--- config.mk ---
export PLATFORM = sky130hd
export DESIGN_NAME = hangman_host
export DESIGN_NICKNAME = d
export VERILOG_FILES = /design/src/rtl/hangman_host.sv
export SDC_FILE = /design/constraint.sdc
export NUM_CORES = 1
export LEC_CHECK = 0
export CAP_MARGIN = 20
export CORE_AREA = 2 2 160 123
export CTS_BUF_LIST = sky130_fd_sc_hd__clkbuf_8 sky130_fd_sc_hd__clkbuf_16
export DETAILED_ROUTE_END_ITERATION = 7
export DIE_AREA = 0 0 162 125
export PLACE_DENSITY_LB_ADDON = 0.25
export SYNTH_ARGS = -nofsm -noshare
export SYNTH_HDL_FRONTEND = slang
export SYNTH_SLANG_ARGS = --single-unit
--- constraint.sdc ---
create_clock -name clk -period 2.8 [get_ports clk]
set_input_delay 0.56 -clock clk [delete_from_list [all_inputs] [get_ports clk]]
set_output_delay 0.56 -clock clk [all_outputs]
set_load 0.1 [all_outputs]
--- src/rtl/hangman_host.sv ---
// Hangman game engine on the UART receive side: loads a secret word, scores guesses, reports one byte per result.
// Optional HANGMAN_CASE_FOLD_EN: fold lowercase ASCII to uppercase in LOAD and WAIT.
module hangman_host #(
  parameter int unsigned WORD_LEN     = 5,
  parameter int unsigned MAX_MISTAKES = 6
) (
  input  logic                clk,
  input  logic                nRst,
  input  logic [7:0]          rx_data,
  input  logic                rx_ready,
  output logic [7:0]          tx_data,
  output logic                tx_valid,
  input  logic                tx_ready,
  output logic [WORD_LEN-1:0] mask,
  output logic [2:0]          mistakes,
  output logic                game_over,
  output logic                win,
  output logic                overrun,
  output logic [2:0]          state
);

  typedef enum logic [2:0] {
    S_LOAD   = 3'd0,
    S_WAIT   = 3'd1,
    S_CHECK  = 3'd2,
    S_UPDATE = 3'd3,
    S_REPORT = 3'd4,
    S_END    = 3'd5
  } state_e;

  localparam logic [3:0] LAST_IDX = 4'(WORD_LEN - 1);
  localparam logic [2:0] MAX_M    = 3'(MAX_MISTAKES);

  localparam logic [7:0] RSP_OK   = 8'h4B;
  localparam logic [7:0] RSP_DUP  = 8'h3D;
  localparam logic [7:0] RSP_HIT  = 8'h2B;
  localparam logic [7:0] RSP_MISS = 8'h2D;
  localparam logic [7:0] RSP_WIN  = 8'h57;
  localparam logic [7:0] RSP_LOSE = 8'h4C;

  state_e                    state_q, state_d;
  logic [3:0]                idx_q, idx_d;
  logic [WORD_LEN-1:0][7:0]  word_q, word_d;
  logic [25:0]               bitmap_q, bitmap_d;
  logic [7:0]                guess_q, guess_d;
  logic [WORD_LEN-1:0]       hits_q, hits_d;
  logic [WORD_LEN-1:0]       mask_q, mask_d;
  logic [2:0]                mistakes_q, mistakes_d;
  logic                      game_over_q, game_over_d;
  logic                      win_q, win_d;
  logic                      overrun_q, overrun_d;
  logic [7:0]                tx_data_q, tx_data_d;
  logic                      tx_valid_q, tx_valid_d;

  logic [7:0]          in_byte;
  logic                is_letter;
  logic                is_restart;
  logic                raw_live;
  logic [25:0]         guess_oh;
  logic                already;
  logic [WORD_LEN-1:0] new_mask;
  logic [2:0]          new_mistakes;
  logic                clear;

  always_comb begin
    in_byte = rx_data;
`ifdef HANGMAN_CASE_FOLD_EN
    if (rx_data >= 8'h61 && rx_data <= 8'h7A) begin
      in_byte = rx_data - 8'h20;
    end
`endif
  end

  assign is_letter  = (in_byte >= 8'h41) && (in_byte <= 8'h5A);
  assign is_restart = (in_byte == 8'h21);
  // Busy states see the raw byte: folding only applies where bytes are consumed.
  assign raw_live   = ((rx_data >= 8'h41) && (rx_data <= 8'h5A)) || (rx_data == 8'h21);

  always_comb begin
    guess_oh = '0;
    for (int unsigned i = 0; i < 26; i++) begin
      guess_oh[i] = (guess_q == (8'h41 + 8'(i)));
    end
  end

  assign already      = |(bitmap_q & guess_oh);
  assign new_mask     = mask_q | hits_q;
  assign new_mistakes = (mistakes_q < MAX_M) ? (mistakes_q + 3'd1) : mistakes_q;

  always_comb begin
    state_d     = state_q;
    idx_d       = idx_q;
    word_d      = word_q;
    bitmap_d    = bitmap_q;
    guess_d     = guess_q;
    hits_d      = hits_q;
    mask_d      = mask_q;
    mistakes_d  = mistakes_q;
    game_over_d = game_over_q;
    win_d       = win_q;
    overrun_d   = overrun_q;
    tx_data_d   = tx_data_q;
    tx_valid_d  = tx_valid_q;
    clear       = 1'b0;

    unique case (state_q)
      S_LOAD: begin
        if (rx_ready) begin
          if (is_restart) begin
            clear = 1'b1;
          end else if (is_letter) begin
            for (int unsigned i = 0; i < WORD_LEN; i++) begin
              if (idx_q == 4'(i)) word_d[i] = in_byte;
            end
            if (idx_q == LAST_IDX) begin
              idx_d      = '0;
              tx_data_d  = RSP_OK;
              tx_valid_d = 1'b1;
              state_d    = S_REPORT;
            end else begin
              idx_d = idx_q + 4'd1;
            end
          end
        end
      end

      S_WAIT: begin
        if (rx_ready) begin
          if (is_restart) begin
            clear = 1'b1;
          end else if (is_letter) begin
            guess_d = in_byte;
            hits_d  = '0;
            idx_d   = '0;
            state_d = S_CHECK;
          end
        end
      end

      S_CHECK: begin
        if (rx_ready && raw_live) overrun_d = 1'b1;
        for (int unsigned i = 0; i < WORD_LEN; i++) begin
          if (idx_q == 4'(i)) hits_d[i] = (word_q[i] == guess_q);
        end
        if (idx_q == LAST_IDX) begin
          idx_d   = '0;
          state_d = S_UPDATE;
        end else begin
          idx_d = idx_q + 4'd1;
        end
      end

      S_UPDATE: begin
        if (rx_ready && raw_live) overrun_d = 1'b1;
        tx_valid_d = 1'b1;
        state_d    = S_REPORT;
        if (already) begin
          tx_data_d = RSP_DUP;
        end else begin
          bitmap_d = bitmap_q | guess_oh;
          if (|hits_q) begin
            mask_d = new_mask;
            if (&new_mask) begin
              win_d       = 1'b1;
              game_over_d = 1'b1;
              tx_data_d   = RSP_WIN;
            end else begin
              tx_data_d = RSP_HIT;
            end
          end else begin
            mistakes_d = new_mistakes;
            if (new_mistakes == MAX_M) begin
              game_over_d = 1'b1;
              tx_data_d   = RSP_LOSE;
            end else begin
              tx_data_d = RSP_MISS;
            end
          end
        end
      end

      S_REPORT: begin
        if (rx_ready && raw_live) overrun_d = 1'b1;
        if (tx_ready) begin
          tx_valid_d = 1'b0;
          state_d    = game_over_q ? S_END : S_WAIT;
        end
      end

      S_END: begin
        if (rx_ready && is_restart) clear = 1'b1;
      end

      default: begin
        state_d = S_LOAD;
      end
    endcase

    if (clear) begin
      state_d     = S_LOAD;
      idx_d       = '0;
      word_d      = '0;
      bitmap_d    = '0;
      guess_d     = '0;
      hits_d      = '0;
      mask_d      = '0;
      mistakes_d  = '0;
      game_over_d = 1'b0;
      win_d       = 1'b0;
      overrun_d   = 1'b0;
      tx_data_d   = '0;
      tx_valid_d  = 1'b0;
    end
  end

  always_ff @(posedge clk or negedge nRst) begin
    if (!nRst) begin
      state_q     <= S_LOAD;
      idx_q       <= '0;
      word_q      <= '0;
      bitmap_q    <= '0;
      guess_q     <= '0;
      hits_q      <= '0;
      mask_q      <= '0;
      mistakes_q  <= '0;
      game_over_q <= 1'b0;
      win_q       <= 1'b0;
      overrun_q   <= 1'b0;
      tx_data_q   <= '0;
      tx_valid_q  <= 1'b0;
    end else begin
      state_q     <= state_d;
      idx_q       <= idx_d;
      word_q      <= word_d;
      bitmap_q    <= bitmap_d;
      guess_q     <= guess_d;
      hits_q      <= hits_d;
      mask_q      <= mask_d;
      mistakes_q  <= mistakes_d;
      game_over_q <= game_over_d;
      win_q       <= win_d;
      overrun_q   <= overrun_d;
      tx_data_q   <= tx_data_d;
      tx_valid_q  <= tx_valid_d;
    end
  end

  assign tx_data   = tx_data_q;
  assign tx_valid  = tx_valid_q;
  assign mask      = mask_q;
  assign mistakes  = mistakes_q;
  assign game_over = game_over_q;
  assign win       = win_q;
  assign overrun   = overrun_q;
  assign state     = state_q;

endmodule

* Yosys cells after proc, flatten, opt, wreduce, memory -nomap -nowiden
Cells that the tools add are included.
Widths: inputs -> output; s select.
** Storage, ports and cells
- Input bits :: 12
- Flip-flop bits (word level) :: 106
** Cells by class
- Add/sub/neg operators :: 2
- Magnitude comparators :: 3
- Bitwise gates (word level) :: 3
- Reductions and logical operators :: 51
- Equality and inequality tests :: 60
- Muxes and demuxes :: 92
** Operator list (number)
- $eq 8x7->1 const B :: 26
- $mux 40 :: 5
- $mux 8 :: 17
- $mux 26 :: 3
- $reduce_and 5->1 :: 12
- $mux 3 :: 16
- $eq 8x8->1 :: 5
- $mux 5 :: 8
- $ne 3x3->1 const B :: 13
- $mux 4 :: 8
- $reduce_bool 2->1 :: 14
- $mux 1 :: 27
- $and 26x26->26 :: 1
- $or 26x26->26 :: 1
- $reduce_or 26->1 :: 1
- $pmux 3 s6 :: 1
- $pmux 8 s2 :: 1
- $mux 7 :: 2
- $pmux 4 s3 :: 1
- $reduce_and 4->1 :: 3
- $pmux 5 s2 :: 1
- $reduce_and 10->1 :: 1
- $eq 3x3->1 const B :: 3
- $reduce_bool 3->1 :: 3
- other kinds (29) :: 38

* Logic depth before layout (Yosys ltp)
Gate-level depths: netlist of run 1.
- Depth after elaboration :: 8
- Depth in mapped cells :: 9
- Mapped depth without buffers :: 8

* Least setup slack after synthesis of run 1
Ideal clock, no wire load.
- Kind :: flip-flop to flip-flop
- From :: register state_q[1], in the netlist state[1]
- To :: register idx_q[3]
- Arrival time :: 2483 ps
- Library setup time :: 110 ps
- Cell stages (with the launch flop) :: 7
- Setup slack :: 207 ps
- Period minus slack after synthesis :: 2593 ps
- Cell sequence :: dfrtp_1 buf_2 inv_1 nor3_1 a311oi_1 or2_2 o41ai_1
** On the way
- Cells in the longest elaborated chain, start to end :: 5
** Ends and longest elaborated chain
- start, declared :: RTL line 41 : state_e state_q, state_d;
- start signal, assigned :: RTL line 232 : state_q <= state_d;
- $eq 3x1->1 / $logic_not 3->1 (equally long branches) :: RTL line 106 : unique case (state_q)
- $reduce_or 2->1 (no line)
- $pmux 1 s2 :: RTL line 106
- $ne 3x3->1 (no line) / $reduce_bool 4->1 (equally long branches)
- $reduce_and 7->1 (no line)
- end signal, assigned :: RTL line 233 : idx_q <= idx_d;
- end, declared :: RTL line 42 : logic [3:0] idx_q, idx_d;
Parallel ways exist; a longest one is shown, timed or not.
A chain may end at the register's enable or synchronous reset.

* Worst setup path after layout of run 1
- From :: input rx_data[1]
- To :: register idx_q[3]
** On the way
- Cells in the longest elaborated chain, start to end :: 6
** Ends and longest elaborated chain
- start, declared :: RTL line 9 : input logic [7:0] rx_data,
- $eq 8x6->1 :: RTL line 75 : assign is_restart = (in_byte == 8'h21);
- $mux 1 / $logic_and 1x1->1 (equally long branches) :: RTL line 109, 129, 191
- $mux 1, on equally long branches :: RTL line 108, 191
- $pmux 1 s2 :: RTL line 106
- $ne 3x3->1 (no line) / $reduce_bool 4->1 (equally long branches)
- $reduce_and 7->1 (no line)
Parallel ways exist; a longest one is shown, timed or not.

==> run summary, run 1 <==
### Die
- **row count** 44
- **effective utilization at floorplan** 0.292
- **Die Height** 125 µm
- **number of top-level pins** 35
- **Die Area** 0.0203 mm²
- **Die Wd** 162 µm
- **core box area** 0.0188 mm²

### Yosys
- **total of flip-flops plus latches after synthesis** 105
- **count of flip-flops with a built-in enable after synthesis** 0
- **Synthesis Warnings** 0
- **post-synthesis instance total** 523
- **distinct cell type count after synthesis** 74
- **Top FF cell, synth** sky130_fd_sc_hd__dfrtp_1
- **syn nets** 540
- **cell area after technology mapping** 0.00550 mm²
- **share of synthesized flip-flops with an asynchronous set or reset** 1.00
- **sequential area share after synthesis** 0.477
- **mean instance size in the synthesized netlist** 10.5 µm²

### GRT
- **vias in the first global route** 4396
- **global-route wire length before repair** 24500 µm
- **GRT Util Overall** 0.154
- **total congestion overflow after global routing** 0
- **pin count of the biggest net entering global routing** 50
- **initial antenna violation count** 0

### Power
- **worst vdd ir** 0.905 mV
- **Total Power Consumption** 6.48 mW
- **leakage dissipation** 2.98 nW
- **Power per Cell Area** 967 mW/mm²

### Placement
- **placed wire-length estimate after detailed placement** 11000 µm
- **count of buffers from port buffering** 33
- **Setup WS pre-CTS** -0.0485 ns
- **last weighted congestion value of the routability-driven placer** 0.889

### Critical path
- **Critical Path Source Type** input pin
- **kind of cell adding the most delay to the critical path** buffers and inverters
- **maximum fanout encountered on the critical timing path** 7
- **Req. time, crit path** 3.06 ns
- **max incr delay on CP** 0.55 ns
- **signal arrival time at the worst endpoint** 2.73 ns
- **critical path start-end classification** in2reg
- **Most Frequent Cell on Critical Path** sky130_fd_sc_hd__buf_4
- **r2r endpoint** mask[4]
- **R2R depth** 6
- **cell type of the slowest stage on the worst timing path** sky130_fd_sc_hd__clkdlybuf4s50_1
- **flop2flop setup slack** 0.38 ns
- **Critical Path, Cell by Cell** clkdlybuf4s50_1, nor4_4, buf_4, nand2_1, o21ai_0, a311oi_1, buf_4, or2_2, o41ai_1
- **Reg-to-Reg Start** guess_q[6]
- **type of destination of the critical path** flop
- **combined buffer and inverter count along the critical path** 3

### Run status
- **result of the run** finished, final reports clean

### Route
- **initial drt markers** 322
- **via density per instance** 5.14
- **average detailed-routed wire length per instance** 17.6 µm
- **vias after detailed routing** 4357
- **overall routed net length** 14900 µm
- **drt pass-1 iters** 5
- **antenna viol nets, final** 0
- **Residual DRC** 0

### Clocking
- **TritonCTS clock tree** yes
- **CTS Buf Count** 9
- **number of gates given a new drive strength after cts** 0
- **clock tree root buffer cell** sky130_fd_sc_hd__clkbuf_16
- **maximum clock insertion buffer count** 2
- **sinks on the clock net** 105
- **Post-CTS Repair Setup Buffers** 0
- **clock-pin transition on the worst setup and hold timing paths** 0.07 ns
- **H-tree depth** 3
- **clk_lat worst skew** 0.36 ns
- **post-cts hold buffer count** 0

### STA
- **unrepaired setup endpoints after global routing** no
- **final critical-path share of the clock period** 0.885
- **Max transition margin** 0.575
- **Tightest Pin Transition** 0.635 ns
- **count of endpoints failing hold in the final timing report** 0
- **Fmax** 404 MHz
- **Max Slew Vio Count** 0
- **Setup Skew** 0.00762 ns
- **Min Clock Period, post-route** 2.48 ns
- **setup ws final** 0.322 ns
- **setup TNS** 0 ns
- **final setup violating endpoints** 0
- **worst hold margin** 0.0991 ns

### Cells and area
- **layout-stage area growth over the synthesis result** 21.8%
- **fraction of layout cells with a size suffix above 1** 0.239
- **final antenna diode count** 0
- **number of nets in the layout** 606
- **final design utilization** 0.356

### Hold path
- **worst min-delay path class** in2async

### Job
- **reported max-cap violation count** 0

## per-layer routing
layer | track usage | wire [µm] | vias to the layer above
met5 | 0 | 0 | -
met4 | 0.0271 | 77 | 0
met3 | 0.0474 | 856 | 8
met2 | 0.223 | 6280 | 116
met1 | 0.230 | 7650 | 2196
li1 | - | - | 2037
## cell families after synthesis
| family | share of synthesized area |
|---|---|
| compound gates | 0.154 |
| simple gates | 0.160 |
| fa+ha+maj | 0.0114 |
| xor+xnor | 0.0636 |
| flops | 0.477 |
| other cells | 0.000681 |
| buf+inv | 0.0359 |
| mux | 0.0971 |
## synthesized netlist by cell type, types with 8 or more instances
cell / instances / share of area
sky130_fd_sc_hd__dfrtp_1: 105 / 0.48
sky130_fd_sc_hd__nor2_1: 52 / 0.035
sky130_fd_sc_hd__mux2_2: 36 / 0.074
sky130_fd_sc_hd__a31oi_1: 32 / 0.036
sky130_fd_sc_hd__xor2_1: 29 / 0.046
sky130_fd_sc_hd__nand2_1: 26 / 0.018
sky130_fd_sc_hd__o21ai_0: 20 / 0.018
sky130_fd_sc_hd__and2_1: 18 / 0.020
sky130_fd_sc_hd__buf_2: 17 / 0.015
sky130_fd_sc_hd__a21oi_1: 14 / 0.013
sky130_fd_sc_hd__nor3_1: 13 / 0.012
sky130_fd_sc_hd__inv_1: 12 / 0.0082
sky130_fd_sc_hd__xnor2_1: 11 / 0.018
sky130_fd_sc_hd__mux2i_1: 8 / 0.015
sky130_fd_sc_hd__nand3_1: 8 / 0.0073
## registers in the layout, indices dropped and copies added, names as in the netlist
register	flops
overrun	1
state	3
guess_q	8
hits_q	5
mistakes	3
game_over	1
mask	5
tx_data	7
bitmap_q	26
word_q	40
win	1
idx_q	4
tx_valid	1
## worst max path at each step
stage	start	end	slack [ns]	depth (start not counted)
floorplan	state[1]	idx_q[3]	0.21	6
CTS	rx_data[1]	idx_q[3]	0.33	9
finish	rx_data[1]	idx_q[3]	0.32	9
detailed placement	rx_data[1]	idx_q[3]	-0.05	9
global route	guess_q[6]	mask[2]	0.13	6
global placement	rx_data[6]	tx_data[2]	-0.01	7
## cells in the final DEF, fill, tap and decap left out, drive strengths merged, types with 3 or more instances in the layout
master and n:
dfrtp 105, buf 74, nor2 52, mux2 36, a31oi 32, xor2 29, nand2 26, o21ai 25
and2 18, a21oi 15, nor3 14, inv 13, xnor2 11, clkdlybuf4s50 10, clkbuf 9, mux2i 8
nand3 8, nor4 8, nand4 7, a32o 7, nand2b 6, and3 6, nand3b 5, ha 5
a311oi 4, a211oi 3, o22ai 3, a22o 3, o211ai 3, bufinv 3, clkinv 3
## report_power, final
group	leakage, nW	internal (mW)	switching, mW
Combinational	1.52	1.01	1.90
Sequential	1.29	1.80	0.319
Clock	0.170	0.875	0.580
Total	2.98	3.68	2.80
## layout make-up
class | instances | area, µm²
inverter | 12 | 45.0
fill | 1931 | 12100
tap | 253 | 317
sequential | 105 | 2630
timing repair buffer | 84 | 693
clock inverter | 7 | 118
clock buffer | 9 | 225
multi-input combinational | 377 | 2680
## per-stage QoR
step / area [µm²] / std cells
6_report: 6700 / 847
5_1_grt: 6700 / 847
4_1_cts: 6700 / 847
3_5_place_dp: 6360 / 831
3_3_place_gp: 6360 / 831
2_1_floorplan: 5500 / 523
Note: power is estimated with default switching activity, not from simulation.
==> run 2: changes to the inputs <==
--- a/config.mk
+++ b/config.mk
@@ -6,11 +6,10 @@
 export NUM_CORES = 1
 export LEC_CHECK = 0
 export CAP_MARGIN = 20
-export CORE_AREA = 2 2 160 123
+export CORE_AREA = 2 2 131 101
 export CTS_BUF_LIST = sky130_fd_sc_hd__clkbuf_8 sky130_fd_sc_hd__clkbuf_16
 export DETAILED_ROUTE_END_ITERATION = 7
-export DIE_AREA = 0 0 162 125
-export PLACE_DENSITY_LB_ADDON = 0.25
+export DIE_AREA = 0 0 133 103
 export SYNTH_ARGS = -nofsm -noshare
 export SYNTH_HDL_FRONTEND = slang
 export SYNTH_SLANG_ARGS = --single-unit
==> run 2 against run 1 <==
Compared with the run above:
- clock power shrank 21%
- count of clock-buffer cells in the layout grew 1
- utilization grew 16 points
- sequential power is essentially flat
- via count is essentially flat
- fmax shrank 4.9%
- clock skew is essentially flat
- wire length shrank 4.0%
- non-clock buffer count shrank 8
- critical path type unchanged
- critical endpoint is now idx_q[0]
- largest power group unchanged
==> run summary, run 2 (synthesis gave the netlist of run 1 again) <==
### STA
- **setup TNS** 0 ns
- **count of endpoints failing hold in the final timing report** 0
- **Fmax** 384 MHz
- **Min Clock Period, post-route** 2.61 ns
- **Tightest Pin Transition** 0.786 ns
- **final setup violating endpoints** 0
- **final critical-path share of the clock period** 0.931
- **Setup Skew** 0.00745 ns
- **unrepaired setup endpoints after global routing** no
- **Max Slew Vio Count** 0
- **setup ws final** 0.193 ns
- **Max transition margin** 0.476

### Clocking
- **CTS Buf Count** 9
- **Post-CTS Repair Setup Buffers** 0
- **TritonCTS clock tree** yes
- **post-cts hold buffer count** 0
- **clock tree root buffer cell** sky130_fd_sc_hd__clkbuf_16
- **clk_lat worst skew** 0.35 ns
- **sinks on the clock net** 105
- **H-tree depth** 3
- **number of gates given a new drive strength after cts** 0
- **clock-pin transition on the worst setup and hold timing paths** 0.07 ns
- **maximum clock insertion buffer count** 2

### Route
- **antenna viol nets, final** 0
- **average detailed-routed wire length per instance** 18.9 µm
- **drt pass-1 iters** 4
- **vias after detailed routing** 4355
- **via density per instance** 5.76
- **overall routed net length** 14300 µm
- **initial drt markers** 368
- **Residual DRC** 0

### Die
- **Die Wd** 133 µm
- **core box area** 0.0126 mm²
- **row count** 36
- **Die Height** 103 µm
- **Die Area** 0.0137 mm²
- **number of top-level pins** 35
- **effective utilization at floorplan** 0.438

### Cells and area
- **Most flops, register** word_q
- **final antenna diode count** 0
- **multi-input gate area in the final layout** 0.00268 mm²
- **max reg flops** 40
- **filler instances** 1121
- **layout-stage area growth over the synthesis result** 17.4%
- **most frequent cells in the layout** 105 x sky130_fd_sc_hd__dfrtp_1, 63 x sky130_fd_sc_hd__buf_4, 52 x sky130_fd_sc_hd__nor2_1
- **non-filler instance count after layout** 756
- **number of nets in the layout** 598
- **register cell area after layout** 0.00263 mm²
- **final design utilization** 0.514
- **fraction of layout cells with a size suffix above 1** 0.224
- **most common library cell in the layout ignoring fill and taps** sky130_fd_sc_hd__dfrtp_1
- **largest registers** word_q: 40 flops, bitmap_q: 26 flops, guess_q: 8 flops

### GRT
- **pin count of the biggest net entering global routing** 61
- **global-route wire length before repair** 22900 µm
- **GR met1 Demand/Resource** 0.317
- **initial antenna violation count** 0
- **met3 demand-to-capacity share in global routing** 0.0516
- **GRT Util Overall** 0.218
- **total congestion overflow after global routing** 0
- **vias in the first global route** 4171
- **global routing's busiest layer** met2
- **met2 track demand over resource** 0.332

### Critical path
- **R2R depth** 6
- **type of destination of the critical path** flop
- **Req. time, crit path** 3.04 ns
- **critical path start-end classification** in2reg
- **maximum fanout encountered on the critical timing path** 6
- **Critical Path Source Type** input pin
- **signal arrival time at the worst endpoint** 2.85 ns

### Power
- **switch share** 0.445
- **cell internal power dissipation** 3.41 mW
- **Power per Cell Area** 952 mW/mm²
- **portion of total power attributed to combinational logic** 0.471
- **leakage dissipation** 2.90 nW
- **clock network power share** 0.186
- **reported net switching power** 2.74 mW
- **Seq pwr share** 0.342
- **worst vdd ir** 0.615 mV
- **Total Power Consumption** 6.15 mW

### Placement
- **number of cells after detailed placement** 741
- **count of buffers from port buffering** 33
- **placed wire-length estimate after detailed placement** 10000 µm
- **last weighted congestion value of the routability-driven placer** 0.913
- **Setup WS pre-CTS** -0.134 ns

### Job
- **reported max-cap violation count** 0

### Run status
- **result of the run** finished, final reports clean

### Hold path
- **worst min-delay path class** in2async

run 2: changes by cell type in the layout (fill, tap and decap cells not counted):
cell	before	now
sky130_fd_sc_hd__buf_4	71	63
sky130_fd_sc_hd__bufinv_16	3	0
sky130_fd_sc_hd__clkbuf_8	0	1
sky130_fd_sc_hd__clkinv_4	1	0
sky130_fd_sc_hd__clkinvlp_4	0	1
sky130_fd_sc_hd__inv_1	12	14
sky130_fd_sc_hd__inv_6	1	0
run 2: routing by layer:
layer / vias to the layer above / part of all wire
met4: 0 / 0.0093
li1: 2023 / -
met3: 10 / 0.054
met2: 122 / 0.44
met5: - / 0
met1: 2200 / 0.49
run 2: power groups by stage:
stage	Combinational, mW	Sequential, mW	Clock, mW
2_1_floorplan	1.62	2.66	0
3_3_place_gp	2.85	2.12	0
3_5_place_dp	2.87	2.13	0
4_1_cts	2.88	2.10	1.17
5_1_grt	3.12	2.14	1.24
6_report	2.90	2.11	1.15
run 2: worst max-delay path, stage by stage:
cell and delay, ns:
sky130_fd_sc_hd__clkdlybuf4s50_1 0.54, sky130_fd_sc_hd__nor4_4 0.44, sky130_fd_sc_hd__o2bb2ai_1 0.23, sky130_fd_sc_hd__o21ai_0 0.24, sky130_fd_sc_hd__a311oi_1 0.44, sky130_fd_sc_hd__buf_4 0.21, sky130_fd_sc_hd__nor4_1 0.05, sky130_fd_sc_hd__a21o_1 0.15
run 2: path summary, 6_finish.rpt:
check	from	endpoint	slack, ns
worst max-delay path	rx_data[1]	idx_q[0]	0.19
worst min-delay path	nRst	state[0]	0.29
worst max register to register	guess_q[5]	mask[1]	0.40
worst min register to register	bitmap_q[12]	bitmap_q[12]	0.49
max in group asynchronous	nRst	word_q[8]	1.84
min in group clk	bitmap_q[12]	bitmap_q[12]	0.49
run 2: through the flow:
step | hold WS [ns] | area [µm²]
6_report | 0.289 | 6460
5_1_grt | 0.345 | 6460
4_1_cts | 0.320 | 6460
3_5_place_dp | 0.482 | 6200
3_3_place_gp | 0.473 | 6200
2_1_floorplan | 0.264 | 5500
run 2: area by class of cell:
| class | instances | area share |
|---|---|---|
| clock buffer | 10 | 0.0370 |
| clock inverter | 5 | 0.00387 |
| inverter | 12 | 0.00697 |
| multi-input combinational | 377 | 0.415 |
| sequential | 105 | 0.407 |
| tap | 171 | 0.0331 |
| timing repair buffer | 76 | 0.0980 |
==> run 3: changes to the inputs <==
--- a/config.mk
+++ b/config.mk
@@ -5,7 +5,7 @@
 export SDC_FILE = /design/constraint.sdc
 export NUM_CORES = 1
 export LEC_CHECK = 0
-export CAP_MARGIN = 20
+export CAP_MARGIN = 0
 export CORE_AREA = 2 2 131 101
 export CTS_BUF_LIST = sky130_fd_sc_hd__clkbuf_8 sky130_fd_sc_hd__clkbuf_16
 export DETAILED_ROUTE_END_ITERATION = 7
@@ -13,3 +13,4 @@
 export SYNTH_ARGS = -nofsm -noshare
 export SYNTH_HDL_FRONTEND = slang
 export SYNTH_SLANG_ARGS = --single-unit
+export TNS_END_PERCENT = 20
==> results of run 3 <==
No change in the layout: final DEF, timing and power equal those of run 2.
